--- src/rtl/sf_window_avg_if.sv ---
// Sample-stream bundle between the accelerometer source and the window-average filter.
interface sf_window_avg_if #(
  parameter int WIDTH = 16,
  parameter int SEL_W = 3
) ();
  logic             enclk;
  logic [SEL_W-1:0] select;
  logic [WIDTH-1:0] acc_in;
  logic [WIDTH-1:0] smooth_out;
  logic             out_valid;
  logic             primed;

  modport master (
    output enclk, select, acc_in,
    input  smooth_out, out_valid, primed
  );

  modport slave (
    input  enclk, select, acc_in,
    output smooth_out, out_valid, primed
  );
endinterface

--- src/rtl/sf_window_avg.sv ---
// Moving-average smoother over a 2^k sample window using a circular buffer and a running sum.
// A change of window size flushes the running state; partially filled windows pass samples through.
module sf_window_avg #(
  parameter int WIDTH    = 16,
  parameter int MAX_LOG2 = 4,
  parameter int SEL_W    = 3,
  parameter int ROUND    = 0
) (
  input logic             clk,
  input logic             reset,
  sf_window_avg_if.slave  bus
);
  localparam int DEPTH  = 1 << MAX_LOG2;
  localparam int SUM_W  = WIDTH + MAX_LOG2;
  localparam int FILL_W = MAX_LOG2 + 1;

  logic [WIDTH-1:0]    sample_buf_r [DEPTH];
  logic [MAX_LOG2-1:0] wr_ptr_r;
  logic [SUM_W-1:0]    sum_r;
  logic [FILL_W-1:0]   fill_r;
  logic [SEL_W-1:0]    k_q_r;

  logic [SEL_W-1:0]    k_s;
  logic [FILL_W-1:0]   n_s;
  logic                flush_s;
  logic [MAX_LOG2-1:0] rd_idx_s;
  logic [SUM_W-1:0]    old_s;
  logic [SUM_W-1:0]    sum_n_s;
  logic [FILL_W-1:0]   fill_n_s;
  logic [SUM_W-1:0]    rnd_s;
  logic [SUM_W-1:0]    mean_s;

  // Next-state arithmetic for the running sum, fill level and window mean.
  always_comb begin
    k_s      = (bus.select > SEL_W'(MAX_LOG2)) ? SEL_W'(MAX_LOG2) : bus.select;
    n_s      = FILL_W'(1) << k_s;
    flush_s  = (k_s != k_q_r);
    // When N == DEPTH the low bits of N are zero, so the oldest entry sits at wr_ptr itself.
    rd_idx_s = wr_ptr_r - n_s[MAX_LOG2-1:0];
    old_s    = '0;
    if (fill_r == n_s) begin
      old_s = SUM_W'(sample_buf_r[rd_idx_s]);
    end else begin
      old_s = '0;
    end
    if (flush_s) begin
      sum_n_s  = SUM_W'(bus.acc_in);
      fill_n_s = FILL_W'(1);
    end else begin
      sum_n_s  = sum_r + SUM_W'(bus.acc_in) - old_s;
      fill_n_s = (fill_r == n_s) ? fill_r : fill_r + FILL_W'(1);
    end
    if ((ROUND != 32'sd0) && (k_s != SEL_W'(0))) begin
      rnd_s = SUM_W'(1) << (k_s - SEL_W'(1));
    end else begin
      rnd_s = '0;
    end
    mean_s = (sum_n_s + rnd_s) >> k_s;
  end

  // Sample history; never read before rewritten, so it carries no reset.
  always_ff @(posedge clk) begin
    if (bus.enclk) begin
      sample_buf_r[wr_ptr_r] <= bus.acc_in;
    end
  end

  // Filter state and registered outputs; a flush is overridden by a same-edge sample.
  always_ff @(posedge clk or posedge reset) begin
    if (reset) begin
      wr_ptr_r       <= '0;
      sum_r          <= '0;
      fill_r         <= '0;
      k_q_r          <= '0;
      bus.smooth_out <= '0;
      bus.out_valid  <= 1'b0;
      bus.primed     <= 1'b0;
    end else begin
      if (flush_s) begin
        k_q_r      <= k_s;
        sum_r      <= '0;
        fill_r     <= '0;
        bus.primed <= 1'b0;
      end
      if (bus.enclk) begin
        sum_r         <= sum_n_s;
        fill_r        <= fill_n_s;
        wr_ptr_r      <= wr_ptr_r + MAX_LOG2'(1);
        bus.out_valid <= 1'b1;
        if (fill_n_s == n_s) begin
          bus.smooth_out <= mean_s[WIDTH-1:0];
          bus.primed     <= 1'b1;
        end else begin
          bus.smooth_out <= bus.acc_in;
          bus.primed     <= 1'b0;
        end
      end else begin
        bus.out_valid <= 1'b0;
      end
    end
  end
endmodule

--- src/flat_wrapper.sv ---
// flat-port wrapper written by rule: the top's interface ports become plain ports
module sf_window_avg_flat 
#(
  parameter int WIDTH    = 16,
  parameter int MAX_LOG2 = 4,
  parameter int SEL_W    = 3,
  parameter int ROUND    = 0
)
  (clk, reset, bus_enclk, bus_select, bus_acc_in, bus_smooth_out, bus_out_valid, bus_primed);
  sf_window_avg_if #(.WIDTH(WIDTH), .SEL_W(SEL_W)) bus_i ();
  input logic clk;
  input logic reset;
  input wire logic [$bits(bus_i.enclk)-1:0] bus_enclk;
  input wire logic [$bits(bus_i.select)-1:0] bus_select;
  input wire logic [$bits(bus_i.acc_in)-1:0] bus_acc_in;
  output wire logic [$bits(bus_i.smooth_out)-1:0] bus_smooth_out;
  output wire logic [$bits(bus_i.out_valid)-1:0] bus_out_valid;
  output wire logic [$bits(bus_i.primed)-1:0] bus_primed;
  assign bus_i.enclk = bus_enclk;
  assign bus_i.select = bus_select;
  assign bus_i.acc_in = bus_acc_in;
  assign bus_smooth_out = bus_i.smooth_out;
  assign bus_out_valid = bus_i.out_valid;
  assign bus_primed = bus_i.primed;
  sf_window_avg #(.WIDTH(WIDTH), .MAX_LOG2(MAX_LOG2), .SEL_W(SEL_W), .ROUND(ROUND)) u_core (.clk(clk), .reset(reset), .bus(bus_i));
endmodule
--- config.mk ---
export PLATFORM = sky130hd
export DESIGN_NAME = sf_window_avg_flat
export DESIGN_NICKNAME = d
export VERILOG_FILES = /design/src/rtl/sf_window_avg_if.sv /design/src/rtl/sf_window_avg.sv /design/src/flat_wrapper.sv
export SDC_FILE = /design/constraint.sdc
export NUM_CORES = 1
export LEC_CHECK = 0
export BUFFER_PORTS_ARGS = -buffer_cell sky130_fd_sc_hd__buf_2
export CORE_MARGIN = 4
export CORE_UTILIZATION = 35
export DETAILED_ROUTE_END_ITERATION = 10
export GPL_ROUTABILITY_DRIVEN = 0
export PLACE_DENSITY = 0.52
export REMOVE_ABC_BUFFERS = 1
export SLEW_MARGIN = 20
export SYNTH_ARGS = -nofsm -noshare
export SYNTH_HDL_FRONTEND = slang
export SYNTH_SLANG_ARGS = --single-unit
--- constraint.sdc ---
create_clock -name clk -period 8 [get_ports clk]
set_input_delay 2 -clock clk [delete_from_list [all_inputs] [get_ports clk]]
set_output_delay 2 -clock clk [all_outputs]
set_load 0.03 [all_outputs]
==> results.md <==
* Placed cells at 1629
* CP arrival at 7.69 ns
* DR WL/cell at about 23 µm
* Worst-Margin Slew at about 1.1 ns
* Hold-fix buffer count after cts at 0
* Drt drc at 0
* CP Capture Type: flop
* Final #Nets at about 1200
* Fin cells at around 1700
* FP Rows at 75
* Top cell by count, worst path: a211oi_1
* Post-CTS Setup Bufs at 0
* Vias in the first global route at ~9500
* Combinational share of power at roughly 40%
* Post-CTS sizing at 0
* Gr usage total at 17.1%
* WP buf/inv at 7
* Ys Warns at 0
* Most common cell after layout, fill and taps aside: edfxtp_1
* Worst-path clk slew at approximately 0.060 ns
* Max incr delay on CP at roughly 0.87 ns
* Achievable Freq at approximately 0.14 GHz
* H-tree depth at 2
* # setup viols final at 0
* Critical Path Source Type: input port
* Sw Ratio at between 30% and 40%
* Period utilization at around nine tenths
* Clk_skew at 0.0209 ns
* Worst hold slack at between 0.4 and 0.5 ns
* Dpl ws at 0.151 ns
* Crit Path Max Fanout at 20
* Psw at 0.00196 W
* RSZ-0062 raised after global routing: no
* Initial DRC Count at approximately 650
* CTS tree: yes
* Die X at roughly 210 µm
* Post-synthesis cell count at 1035
* Async S/R FF share, synth at 16.3%
* Clk network pwr share at between 20% and 30%
* Overall routed net length at ~39 mm
* Area of the mapped netlist at around 0.015 mm²
* Peak supply drop at 0.195 mV
* Clk buf depth at 3
* Initial Utilization at between 30% and 40%
* GRT Residual Overflow at 0
* Syn_area_per_cell at between 10 and 15 µm²
* Cell family with most CP delay: compound AO/OA/AOI/OAI gates
* Vias per inst at approximately 5.4
* Worst hold path type: reg -> reg
* Slowest CP cell: fa_4
* Commonest register cell after synthesis: edfxtp_1
* Largest net degree at the start of global routing at 58
* Die Ht at about 210 µm
* Initial antenna violation count at 1
* Final Max Tran Viols at 0
* Routed Antenna Nets at 0
* Final core occ at ~41%
* Max Cap Viol at 0
* Internal Power at around 0.0039 W
* CTS root buffer: clkbuf_16
* DP HPWL at 24.9 mm
* Final Hold Fails at 0
* #FFs+latches synth at between 300 and 400
* Register share of total power at ~34%
* # IOs at 40
* IO buf count at 39
* Area grow syn2layout at 16.4%
* Antenna Cells at 0
* Post-route minimum period at approximately 7.3 ns
* Die Area at about 0.046 mm²
* Worst setup margin at just under 0.7 ns
* Placeable Area at roughly 0.042 mm²
* Worst-path cell chain: buf_2 -> nor3_1 -> nand2_1 -> fa_4 -> buf_12 -> buf_12 -> buf_12 -> mux4_2 -> a211oi_1 -> a211oi_1 -> fa_1 -> inv_1 -> ha_1 -> a21oi_1 -> o21ai_0 -> buf_4 -> a21boi_0 -> a211oi_1 -> a211oi_1 -> buf_4 -> a32oi_1 -> nand3b_1 -> a31oi_1
* First-pass GRT wire length at about 59 mm
* Worst skew pair latency at roughly 0.53 ns
* Layout cell share with drive strength beyond 1 at around 23%
* CP required at 8.37 ns
* 1st-pass router iterations at 5
* Crit path kind: in -> reg
* CTS Sinks at between 300 and 400
* Rel. slew slack at around a quarter
* Synth cell types at around 80
* Pwr dens at between 300 and 400 mW/mm²
* Post-synthesis sequential area ratio at between 60% and 70%
* CTS Buf Count at 35
* Outcome: finished clean
* Commonest non-fill, non-tap cells in the layout: edfxtp_1, inv_1, mux4_2, buf_4, nand2_1
* Setup TNS at 0 ns
* Via count at between 9000 and 10000
* Leak at between 6 and 7 nW
* Post-synth EDFFs at approximately 260
[area by class of cell]
type                    instances  area (µm²)
repair buffers                111         848
multi-input cells             600        5430
flip-flops and latches        306        8940
inverters                      73         274
fillers                      3854       24700
clock inverters                19         156
clock buffers                  44         931
well taps                     539         674
[worst paths after layout]
check / slack, ns / startpoint / endpoint / cells after the start
max: 0.68 / bus_select[1] / u_core.bus.smooth_out[10] / 23
min reg2reg: 0.48 / u_core.bus.primed / u_core.bus.primed / 1
min in group asynchronous: 1.66 / reset / u_core.bus.out_valid / 3
max reg2reg: 2.13 / u_core.wr_ptr_r[0] / u_core.bus.smooth_out[10] / 22
max in group asynchronous: 5.81 / reset / u_core.wr_ptr_r[1] / 3
min: 0.48 / u_core.bus.primed / u_core.bus.primed / 1
[sequential cells by signal, indices dropped and copies added (netlist names)]
name,count
u_core.wr_ptr_r,4
u_core.sample_buf_r,256
u_core.bus.primed,1
u_core.bus.smooth_out,16
u_core.fill_r,5
u_core.sum_r,20
u_core.bus.out_valid,1
u_core.k_q_r,3
[power groups by stage]
stage	registers, W	logic, W	clock network (W)
2_1_floorplan	0.00199	0.00153	0
3_3_place_gp	0.00199	0.00234	0
3_5_place_dp	0.00200	0.00234	0
4_1_cts	0.00196	0.00235	0.00157
5_1_grt	0.00198	0.00254	0.00164
6_report	0.00196	0.00232	0.00153
[cells by family (layout without fill, tap and decap cells)]
group                    count (synthesis)  count (layout)  share of synthesized area, %
AO/OA/AOI/OAI                          205             205                          9.73
XOR/XNOR                                28              28                          1.76
adder cells (fa/ha/maj)                 44              44                          4.58
buffers and inverters                  129             247                          3.55
flip-flops                             306             306                          60.3
multiplexers                           104             104                          12.6
AND/OR/NAND/NOR                        219             219                          7.50
[per-layer routing]
| layer | routed length, µm | global-route usage (%) | vias up |
|---|---|---|---|
| met5 | 11 | 0 | - |
| li1 | - | - | 4188 |
| met1 | 17300 | 24.0 | 4672 |
| met3 | 1980 | 3.25 | 56 |
| met2 | 18300 | 27.7 | 208 |
| met4 | 849 | 4.26 | 2 |
[cells in the mapped netlist (4+ instances only)]
library cell	n	area, µm²
nand2b_1	4	25.0
nor3_1	9	45.0
buf_2	13	65.1
a31o_2	5	43.8
buf_1	4	15.0
mux2_2	7	78.8
mux2i_1	32	320
a21o_1	11	82.6
o31ai_1	8	60.1
nor2b_1	18	113
nand3_1	23	115
edfxtp_1	256	7690
mux4_2	65	1460
nand4_1	4	25.0
o21ai_0	28	140
nor2_1	46	173
inv_1	70	263
and3_1	9	56.3
a21oi_1	35	175
a211o_1	4	35.0
xor2_1	12	105
nand2_1	62	233
ha_1	27	338
dfrtp_1	50	1250
o221ai_1	4	35.0
fa_1	17	340
or4_1	4	30.0
xnor2_1	14	123
o211ai_1	6	45.0
clkbuf_1	35	131
a211oi_1	37	278
o22ai_1	8	50.1
a31oi_1	15	93.8
and2_1	20	125
[per-stage QoR]
| step | total power, W | cell area [µm²] |
|---|---|---|
| after detailed placement | 0.00433 | 16200 |
| final | 0.00582 | 17200 |
| after global placement | 0.00433 | 16200 |
| after global routing | 0.00615 | 17200 |
| after CTS | 0.00588 | 17200 |
| after floorplan | 0.00352 | 14600 |
(Power assumes the default switching activity.)
